**config.mk**
```make
export PLATFORM = sky130hd
export DESIGN_NAME = debayer_capture_sequencer
export DESIGN_NICKNAME = d
export VERILOG_FILES = /design/src/rtl/debayer_pkg.sv /design/src/rtl/debayer_geometry_checker.sv /design/src/rtl/debayer_capture_sequencer.sv
export SDC_FILE = /design/constraint.sdc
export NUM_CORES = 1
export LEC_CHECK = 0
export BUFFER_PORTS_ARGS = -buffer_cell sky130_fd_sc_hd__clkbuf_2
export CORE_MARGIN = 3
export CORE_UTILIZATION = 56
export CTS_CLUSTER_DIAMETER = 200
export DETAILED_ROUTE_END_ITERATION = 7
export GPL_TIMING_DRIVEN = 0
export HOLD_SLACK_MARGIN = 0.05
export PLACE_DENSITY = 0.76
export SETUP_SLACK_MARGIN = 0.3
export SYNTH_ARGS = -nofsm -noshare
export SYNTH_HDL_FRONTEND = slang
export SYNTH_SLANG_ARGS = --single-unit
```
**constraint.sdc**
```tcl
create_clock -name pixel_clock_in -period 2.4 [get_ports pixel_clock_in]
set_clock_uncertainty 0.05 [all_clocks]
set_input_delay 0.48 -clock pixel_clock_in [delete_from_list [all_inputs] [get_ports pixel_clock_in]]
set_output_delay 0.48 -clock pixel_clock_in [all_outputs]
set_load 0.02 [all_outputs]
```
**src/rtl/debayer_pkg.sv**
```systemverilog
// debayer_pkg: shared types and constants for the debayer capture sequencer.
//   state_t       - sequencer FSM states
//   frame_error_t - frame_error_out encoding
//   DUMMY_BORDER  - dummy rows/columns the debayer consumes on each axis
//   sat_inc       - saturating increment for the 11-bit geometry counters
package debayer_pkg;

  typedef enum logic [1:0] {
    IDLE    = 2'd0,
    ARMED   = 2'd1,
    CAPTURE = 2'd2,
    DRAIN   = 2'd3
  } state_t;

  typedef enum logic [1:0] {
    ERR_NONE        = 2'd0,
    ERR_LINE_COUNT  = 2'd1,
    ERR_LINE_LENGTH = 2'd2,
    ERR_TIMEOUT     = 2'd3
  } frame_error_t;

  localparam int DUMMY_BORDER = 2;
  localparam int CNT_W        = 11;

  function automatic logic [CNT_W-1:0] sat_inc(input logic [CNT_W-1:0] v);
    return (v == '1) ? v : v + 1'b1;
  endfunction

endpackage

```
**src/rtl/debayer_geometry_checker.sv**
```systemverilog
// debayer_geometry_checker: measures the debayer RGB output geometry.
// Ports:
//   clk, rst_n      - pixel clock, async active-low reset
//   enable          - count only while the sequencer is in CAPTURE or DRAIN
//   clear           - restart all counters/flags (start of a new capture)
//   x_parity        - latched x crop parity (expected width shrinks by 1)
//   y_parity        - latched y crop parity (expected height shrinks by 1)
//   rgb_line_valid  - debayer line_valid output
//   length_error    - some line so far (including this cycle) had a bad length
//   count_error     - line total so far (including this cycle) != expected
module debayer_geometry_checker
  import debayer_pkg::*;
#(
  parameter int WIDTH  = 1288,
  parameter int HEIGHT = 728
) (
  input  logic clk,
  input  logic rst_n,
  input  logic enable,
  input  logic clear,
  input  logic x_parity,
  input  logic y_parity,
  input  logic rgb_line_valid,
  output logic length_error,
  output logic count_error
);

  localparam logic [CNT_W-1:0] BASE_W = CNT_W'(WIDTH - DUMMY_BORDER);
  localparam logic [CNT_W-1:0] BASE_H = CNT_W'(HEIGHT - DUMMY_BORDER);

  logic [CNT_W-1:0] pix_cnt;
  logic [CNT_W-1:0] line_cnt;
  logic [CNT_W-1:0] exp_w;
  logic [CNT_W-1:0] exp_h;
  logic [CNT_W-1:0] line_total;
  logic             lv_q;
  logic             line_end;
  logic             len_bad_now;
  logic             len_err_q;

  assign exp_w = BASE_W - {{(CNT_W-1){1'b0}}, x_parity};
  assign exp_h = BASE_H - {{(CNT_W-1){1'b0}}, y_parity};

  // The verdicts include the current cycle so a line ending on the very
  // cycle the sequencer evaluates is still counted.
  assign line_end     = enable & lv_q & ~rgb_line_valid;
  assign len_bad_now  = line_end & (pix_cnt != exp_w);
  assign length_error = len_err_q | len_bad_now;
  assign line_total   = line_end ? sat_inc(line_cnt) : line_cnt;
  assign count_error  = (line_total != exp_h);

  always_ff @(posedge clk or negedge rst_n) begin
    if (!rst_n) begin
      pix_cnt   <= '0;
      line_cnt  <= '0;
      lv_q      <= 1'b0;
      len_err_q <= 1'b0;
    end else if (clear) begin
      pix_cnt   <= '0;
      line_cnt  <= '0;
      lv_q      <= 1'b0;
      len_err_q <= 1'b0;
    end else if (enable) begin
      lv_q <= rgb_line_valid;
      if (rgb_line_valid) begin
        pix_cnt <= sat_inc(pix_cnt);
      end
      if (line_end) begin
        pix_cnt  <= '0;
        line_cnt <= sat_inc(line_cnt);
        if (len_bad_now) begin
          len_err_q <= 1'b1;
        end
      end
    end else begin
      lv_q <= 1'b0;
    end
  end

endmodule

```
**src/rtl/debayer_capture_sequencer.sv**
```systemverilog
// debayer_capture_sequencer: passes exactly one whole sensor frame into the
// debayer per capture request and reports completion / geometry errors.
// Optional watchdog: define DEBAYER_CAPTURE_SEQUENCER_TIMEOUT_EN.
// Ports:
//   pixel_clock_in, pixel_reset_n_in - clock, async active-low reset
//   capture_in                       - 1-cycle capture request (synchronous)
//   x/y_crop_start_lsb_cfg_in        - requested crop parities
//   bayer_data_in, line_valid_in, frame_valid_in - sensor stream
//   bayer_data_out, line_valid_out, frame_valid_out - gated stream, 1 cycle late
//   x/y_crop_start_lsb_out           - parities latched at capture
//   rgb_line_valid_in, rgb_frame_valid_in - debayer output strobes
//   busy_out        - not IDLE
//   frame_done_out  - 1-cycle pulse at end of a capture
//   frame_error_out - 0 none, 1 line count, 2 line length, 3 timeout (sticky)
//
// state   | meaning
// IDLE    | waiting for capture_in
// ARMED   | waiting for frame_valid_in low, then its next rising edge
// CAPTURE | gate open, sensor frame flowing into the debayer
// DRAIN   | gate closed, waiting for the debayer to finish its frame
module debayer_capture_sequencer
  import debayer_pkg::*;
#(
  parameter int          WIDTH          = 1288,
  parameter int          HEIGHT         = 728,
  parameter logic [23:0] TIMEOUT_CYCLES = 24'd10_000_000
) (
  input  logic       pixel_clock_in,
  input  logic       pixel_reset_n_in,
  input  logic       capture_in,
  input  logic       x_crop_start_lsb_cfg_in,
  input  logic       y_crop_start_lsb_cfg_in,
  input  logic [9:0] bayer_data_in,
  input  logic       line_valid_in,
  input  logic       frame_valid_in,
  output logic [9:0] bayer_data_out,
  output logic       line_valid_out,
  output logic       frame_valid_out,
  output logic       x_crop_start_lsb_out,
  output logic       y_crop_start_lsb_out,
  input  logic       rgb_line_valid_in,
  input  logic       rgb_frame_valid_in,
  output logic       busy_out,
  output logic       frame_done_out,
  output logic [1:0] frame_error_out
);

  state_t       state, state_next;
  frame_error_t err_q, err_next;
  logic         gate_open;
  logic         done_next;
  logic         load_cfg;
  logic         seen_low;
  logic         rgb_fv_q;
  logic [2:0]   rgb_low_cnt;
  logic         rgb_fall;
  logic         drain_quiet;
  logic         check_en;
  logic         length_error;
  logic         count_error;

  assign rgb_fall    = rgb_fv_q & ~rgb_frame_valid_in;
  assign drain_quiet = ~rgb_frame_valid_in & (rgb_low_cnt == 3'd3);
  assign check_en    = (state == CAPTURE) || (state == DRAIN);

`ifdef DEBAYER_CAPTURE_SEQUENCER_TIMEOUT_EN
  logic [23:0] tmo_cnt;
  logic        tmo_hit;

  assign tmo_hit = (state != IDLE) && (tmo_cnt == TIMEOUT_CYCLES - 24'd1);

  always_ff @(posedge pixel_clock_in or negedge pixel_reset_n_in) begin
    if (!pixel_reset_n_in) begin
      tmo_cnt <= '0;
    end else if (load_cfg) begin
      tmo_cnt <= '0;
    end else if (state != IDLE) begin
      tmo_cnt <= tmo_cnt + 24'd1;
    end
  end
`endif

  // gate_open is the combinational "frame passes this cycle" decision, so the
  // rising-edge cycle itself is forwarded and the output latency stays 1.
  always_comb begin
    state_next = state;
    err_next   = err_q;
    gate_open  = 1'b0;
    done_next  = 1'b0;
    load_cfg   = 1'b0;
    case (state)
      IDLE: begin
        if (capture_in) begin
          state_next = ARMED;
          err_next   = ERR_NONE;
          load_cfg   = 1'b1;
        end
      end
      ARMED: begin
        if (seen_low && frame_valid_in) begin
          state_next = CAPTURE;
          gate_open  = 1'b1;
        end
      end
      CAPTURE: begin
        if (!frame_valid_in) begin
          state_next = DRAIN;
        end else begin
          gate_open = 1'b1;
        end
      end
      DRAIN: begin
        if (rgb_fall || drain_quiet) begin
          state_next = IDLE;
          done_next  = 1'b1;
          if (length_error) begin
            err_next = ERR_LINE_LENGTH;
          end else if (count_error) begin
            err_next = ERR_LINE_COUNT;
          end else begin
            err_next = ERR_NONE;
          end
        end
      end
      default: state_next = IDLE;
    endcase
`ifdef DEBAYER_CAPTURE_SEQUENCER_TIMEOUT_EN
    if (tmo_hit) begin
      state_next = IDLE;
      gate_open  = 1'b0;
      done_next  = 1'b1;
      err_next   = ERR_TIMEOUT;
    end
`endif
  end

  always_ff @(posedge pixel_clock_in or negedge pixel_reset_n_in) begin
    if (!pixel_reset_n_in) begin
      state                <= IDLE;
      err_q                <= ERR_NONE;
      frame_done_out       <= 1'b0;
      seen_low             <= 1'b0;
      rgb_fv_q             <= 1'b0;
      rgb_low_cnt          <= '0;
      x_crop_start_lsb_out <= 1'b0;
      y_crop_start_lsb_out <= 1'b0;
      bayer_data_out       <= '0;
      line_valid_out       <= 1'b0;
      frame_valid_out      <= 1'b0;
    end else begin
      state          <= state_next;
      err_q          <= err_next;
      frame_done_out <= done_next;
      rgb_fv_q       <= rgb_frame_valid_in;

      if (state != ARMED) begin
        seen_low <= 1'b0;
      end else if (!frame_valid_in) begin
        seen_low <= 1'b1;
      end

      if (state != DRAIN || rgb_frame_valid_in) begin
        rgb_low_cnt <= '0;
      end else if (rgb_low_cnt != 3'd4) begin
        rgb_low_cnt <= rgb_low_cnt + 3'd1;
      end

      if (load_cfg) begin
        x_crop_start_lsb_out <= x_crop_start_lsb_cfg_in;
        y_crop_start_lsb_out <= y_crop_start_lsb_cfg_in;
      end

      bayer_data_out  <= bayer_data_in;
      frame_valid_out <= frame_valid_in & gate_open;
      line_valid_out  <= line_valid_in & frame_valid_in & gate_open;
    end
  end

  assign busy_out        = (state != IDLE);
  assign frame_error_out = err_q;

  debayer_geometry_checker #(
    .WIDTH  (WIDTH),
    .HEIGHT (HEIGHT)
  ) u_geometry_checker (
    .clk            (pixel_clock_in),
    .rst_n          (pixel_reset_n_in),
    .enable         (check_en),
    .clear          (load_cfg),
    .x_parity       (x_crop_start_lsb_out),
    .y_parity       (y_crop_start_lsb_out),
    .rgb_line_valid (rgb_line_valid_in),
    .length_error   (length_error),
    .count_error    (count_error)
  );

endmodule

```
### Word-level counts from Yosys, hierarchy flattened

Index checks and enable logic that the tools add are counted.
W data, S select, Z words.

| cells by class | value |
|---|---|
| add/subtract/negate cells | 5 |
| equal/unequal tests | 17 |
| muxes and demuxes | 36 |
| bitwise operators | 11 |
| reductions and logical operators | 16 |

Operators by type and width:

| cell | count |
|---|---|
| $mux W11 | 9 |
| $add A11 B1 Y11 const B | 2 |
| $eq A11 B11 Y1 const B | 2 |
| $ne A11 B11 Y1 | 2 |
| $mux W1 | 15 |
| $mux W2 | 7 |
| $reduce_bool A2 Y1 | 6 |
| $sub A10 B1 Y11 const A | 1 |
| $sub A11 B1 Y11 const A | 1 |
| $reduce_and A3 Y1 | 3 |
| $and A1 B1 Y1 | 8 |
| $ne A2 B2 Y1 const B | 4 |
| $pmux W2 S4 | 1 |
| $mux W3 | 2 |
| $ne A2 B1 Y1 const B | 3 |
| $eq A2 B2 Y1 const B | 2 |
| $pmux W2 S2 | 1 |
| $reduce_and A4 Y1 | 1 |
| $add A3 B1 Y3 const B | 1 |
| $eq A3 B2 Y1 const B | 1 |
| $logic_or A1 B1 Y1 | 3 |
| $ne A3 B2 Y1 const B | 1 |
| $ne A3 B3 Y1 const B | 1 |
| $reduce_bool A3 Y1 | 1 |
| other kinds (6) | 7 |

| storage, ports and cells | value |
|---|---|
| register bits | 48 |
| input bits | 19 |
| logic and storage cells | 100 |

### Logic depth before layout (Yosys ltp)

| depth | value |
|---|---|
| depth in word-level cells | 10 |
| mapped depth | 8 |
| mapped depth without buffers | 8 |

### By module

From an unflattened synthesis, not the netlist that was laid out.

| second synthesis, totals | value |
|---|---|
| cells, all modules | 229 |
| area total of the unflattened synthesis | 2422.3 µm² |

Modules (own cells, without submodules):

| module | times used | cells each | area an instance (µm²) |
|---|---|---|---|
| debayer_geometry_checker | 1 | 156 | 1461.4 |
| debayer_capture_sequencer | 1 | 73 | 960.9 |

### Least setup slack after synthesis

No wires, ideal clock.

| timing path | value |
|---|---|
| path kind | reg-to-reg |
| from | register state[0] |
| to | register err_q[0], in the netlist frame_error_out[0] |
| arrival time | 1.742 ns |
| slack | 0.477 ns |
| cell stages (with the launch flop) | 9 |
| cells stage by stage | dfrtp_1 -> inv_1 -> ha_1 -> nor2_4 -> nor4_4 -> nand3_1 -> a21oi_1 -> and4bb_1 -> a31oi_1 |

| between the ends | value |
|---|---|
| cells in the longest elaborated chain, start to end | 10 |
| elaborated cells on any way between the ends | 18 |

Ends and longest elaborated chain:

| what | line | text |
|---|---|---|
| start: declaration | debayer_capture_sequencer.sv:48 | `state_t state, state_next;` |
| start signal: assignment | debayer_capture_sequencer.sv:151 | `state <= state_next;` |
| $eq A2 B2 Y1, on equally long branches | debayer_capture_sequencer.sv:64, debayer_capture_sequencer.sv:91 |  |
| $logic_or A1 B1 Y1 | debayer_capture_sequencer.sv:64 | `assign check_en = (state == CAPTURE) \|\| (state == DRAIN);` |
| $and A1 B1 Y1 (2 in series) | debayer_geometry_checker.sv:46 | `assign line_end = enable & lv_q & ~rgb_line_valid;` |
| $mux W11 | debayer_geometry_checker.sv:49 | `assign line_total = line_end ? sat_inc(line_cnt) : line_cnt;` |
| $ne A11 B11 Y1 | debayer_geometry_checker.sv:50 | `assign count_error = (line_total != exp_h);` |
| $mux W1 | debayer_capture_sequencer.sv:118 | `end else if (count_error) begin` |
| $mux W2 | debayer_capture_sequencer.sv:116 | `if (length_error) begin` |
| $mux W2 | debayer_capture_sequencer.sv:113 | `if (rgb_fall \|\| drain_quiet) begin` |
| $pmux W2 S2 | debayer_capture_sequencer.sv:91 | `case (state)` |
| end signal: assignment | debayer_capture_sequencer.sv:152 | `err_q <= err_next;` |
| end: declaration | debayer_capture_sequencer.sv:49 | `frame_error_t err_q, err_next;` |

Several ways; a longest one is shown, not always the timed one. The select of a mux whose other input is x is not followed.
A chain may end at the register's enable or synchronous reset.

### Final worst setup path

Same ends and word-level chain as after synthesis.

==> out/results.tsv <==
metric	value	unit
status	completed	
root buffer selected by CTS	clkbuf_8	
CP top delay family	simple AND/OR/NAND/NOR gates	
share of layout cells above drive strength 1	0.255	
CTS Buffer Depth	2	
crit path max-delay cell type	dfrtp_1	
Pwr per Cell Area	920	nW/µm²
largest net degree at the start of global routing	49	
min Tclk post-route	2000	ps
routed length per instance	14.1	µm
Final Hold Vio Count	0	
critical-path cell list	inv_2, ha_4, nor2_4, nor4_4, buf_6, a31oi_1, a21oi_1, and4bb_1, a31oi_1	
Setup crit start kind	flip-flop	
Detailed Route Iter0 Violations	148	
Rel. slew slack	0.228	
Hold Crit Start	bayer_data_in[3]	
Max Cap Viol	0	
Crit path required time	2530	ps
Slew Limit Fails	0	
drt total wl	4780	µm
Hold Path Depth	1	
Remaining DRCs	0	
Min-Delay Endpoint	bayer_data_out[3]$_DFF_PN0_	
Global Route Usage Sum	0.201	
critical path type	flip-flop to flip-flop	
I/O pin total	37	
Reg clk slew, reported paths	90	ps
Clock Latency Late Sink	300	ps
Finish-stage setup viols	0	
htree depth	2	
Antenna diodes	0	
DRT antenna net count	0	
Buf/Inv on CP	2	
most used cell, CP	a31oi_1	
CTS buffer count	5	
RR Endpoint	frame_error_out[0]$_DFFE_PN0P_	
Adder-Cell Fraction of Synth Area	0.0526	
initial antenna violation count	0	
Crit path arrival time	2130	ps
Initial DRT Pass Iterations	4	
area of the multi-input gates	1190	µm²
worst r2r path cells	9	
Chip Height	71.2	µm
final core occ	0.703	
worst slack at placement	155	ps
simple-gate share of the synthesized area	0.240	
Die X-Extent	71.2	µm
post-synthesis register bit count	48	
Synth warnings	0	
leakage	1.29	nW
grt ovf	0	
Seq/Total Area, Yosys	0.505	
cells after synthesis	241	
post-synthesis mux area share	0.0132	
fmax	499	MHz
Final Cycle Share	0.835	
Final Total Pwr	2.62	mW
VDD IR-drop max	0.596	mV
Crit Path Max Fanout	9	
hold buffers post-CTS	0	
compound-cell area share of the yosys netlist	0.123	
Critical R2R Launch	state[0]$_DFFE_PN0P_	
Syn Std Cell Area	2380	µm²
CTS tree	yes	
vias in the first global route	1765	
synthesis-to-finish area growth	19.9	%
total number of vias	1910	
Syn Nets	270	
dpl hpwl	3260	µm
combinational family with the most area after synthesis	simple AND/OR/NAND/NOR gates	
IO buf count	36	
Yosys cell types	49	
measured slew at the worst slew-check pin	1160	ps
Synth Area in XOR/XNOR	0.0405	
Die ar.	5060	µm²
RSZ-0062 raised after global routing	true	
Rows	23	
crit path capture type	flip-flop	
WP depth	9	
first-pass GRT wire length	8180	µm
CORE AREA	4060	µm²
filler instances	298	
register-to-register setup slack	400	ps
Hold WC Path Type	input pin to flip-flop	
Placer Congestion	0.858	
starting density of the core	0.586	
Setup Total Neg Slack	0	ps
Num Clock Sinks	48	
syn avg cell area	9.86	µm²
Via density	5.62	
Final nets	318	
CP peak stage delay	440	ps
FF/Latch Area	1200	µm²
Final WS setup	396	ps
==> area by class of cell <==
| class | instances | area share |
|---|---|---|
| multi-input combinational | 178 | 0.418 |
| sequential | 48 | 0.422 |
| timing repair buffer | 41 | 0.0777 |
| clock inverter | 3 | 0.0149 |
| clock buffer | 5 | 0.0241 |
| inverter | 11 | 0.0145 |
| tap | 50 | 0.0219 |
| buffer | 4 | 0.00702 |
==> state kept, by name (all words and copies together), names as in the netlist <==
register,cells
frame_error_out,2
state,2
x_crop_start_lsb_out,1
y_crop_start_lsb_out,1
u_geometry_checker.pix_cnt,11
seen_low,1
rgb_fv_q,1
rgb_low_cnt,3
u_geometry_checker.line_cnt,11
line_valid_out,1
frame_done_out,1
u_geometry_checker.len_err_q,1
bayer_data_out,10
frame_valid_out,1
u_geometry_checker.lv_q,1
==> cell families after synthesis <==
logic type	count (synthesis)
simple gates	109
flops	48
compound gates	45
buf+inv	15
xor+xnor	11
fa+ha+maj	10
mux	3
==> worst max-delay path by stage <==
stage,start,end,slack [ps]
floorplan,state[0]$_DFFE_PN0P_,frame_error_out[0]$_DFFE_PN0P_,480
global placement,state[0]$_DFFE_PN0P_,frame_error_out[0]$_DFFE_PN0P_,170
detailed placement,state[0]$_DFFE_PN0P_,frame_error_out[0]$_DFFE_PN0P_,150
CTS,state[0]$_DFFE_PN0P_,frame_error_out[0]$_DFFE_PN0P_,310
global route,u_geometry_checker.line_cnt[1]$_DFFE_PN0P_,frame_error_out[0]$_DFFE_PN0P_,260
finish,state[0]$_DFFE_PN0P_,frame_error_out[0]$_DFFE_PN0P_,400
==> metrics by stage <==
| step | instances | area [µm²] | hold slack [ps] |
|---|---|---|---|
| global route | 340 | 2850 | 218 |
| CTS | 336 | 2750 | 220 |
| floorplan | 241 | 2380 | 134 |
| detailed placement | 327 | 2620 | 431 |
| global placement | 327 | 2620 | 433 |
| finish | 340 | 2850 | 228 |
==> metal layers <==
layer  vias up  share of wire  GRT usage
met5         -              0          0
met4         0          0.012     0.0647
met3         4          0.065     0.0511
met2        63           0.47      0.315
met1       895           0.46      0.274
li1        948              -          -
==> where the power goes <==
part / total [mW] / leakage [nW] / internal (mW) / switching, mW
Combinational: 0.986 / 0.607 / 0.395 / 0.591
Sequential: 1.06 / 0.629 / 0.935 / 0.127
Clock: 0.575 / 0.0541 / 0.308 / 0.266
==> Yosys cell counts, drive strengths merged <==
cell type | number | share of area
nor4 | 4 | 0.019
mux2i | 2 | 0.0084
mux2 | 1 | 0.0047
o22ai | 1 | 0.0026
dfrtp | 48 | 0.51
a21oi | 17 | 0.036
o21ai | 8 | 0.017
o41ai | 2 | 0.011
o31ai | 1 | 0.0032
clkbuf | 2 | 0.0032
a21boi | 1 | 0.0032
nor2 | 34 | 0.057
or2 | 1 | 0.0026
xnor2 | 4 | 0.015
nand2 | 25 | 0.039
and2 | 4 | 0.011
and4 | 1 | 0.0047
a31oi | 5 | 0.013
nand2b | 5 | 0.014
a311oi | 2 | 0.0074
a41oi | 2 | 0.0074
a22oi | 1 | 0.0032
nand3 | 11 | 0.025
nand4 | 7 | 0.018
nor3b | 1 | 0.0032
o221ai | 1 | 0.0063
a211oi | 2 | 0.0063
or3b | 1 | 0.0037
o21a | 1 | 0.0032
or3 | 1 | 0.0026
and4bb | 1 | 0.0053
xor2 | 7 | 0.026
and3 | 3 | 0.0084
inv | 11 | 0.017
buf | 2 | 0.0053
nor3 | 8 | 0.019
ha | 10 | 0.053
nor2b | 1 | 0.0026
a2bb2oi | 1 | 0.0037
nor4b | 1 | 0.0037
==> layout by cell type, fill, tap and decap left out, drive strengths merged, types with 2 or more instances in the layout <==
cell	instances
o41ai	2
ha	10
nand3	11
a21oi	17
buf	7
nand4	7
a41oi	2
clkbuf	43
a211oi	2
a311oi	2
and2	4
dfrtp	48
nor2	34
nand2	25
o21ai	8
xor2	7
inv	11
and3	3
mux2i	2
nand2b	5
nor4	4
nor3	8
a31oi	5
xnor2	4
==> timing repair <==
item | CTS | global route
setup endpoints to repair | 1 | 13
resized for setup | 3 | 14
setup buffers | 1 | 4
pin swaps | 2 | 3
Power figures use the tool's default switching activity.
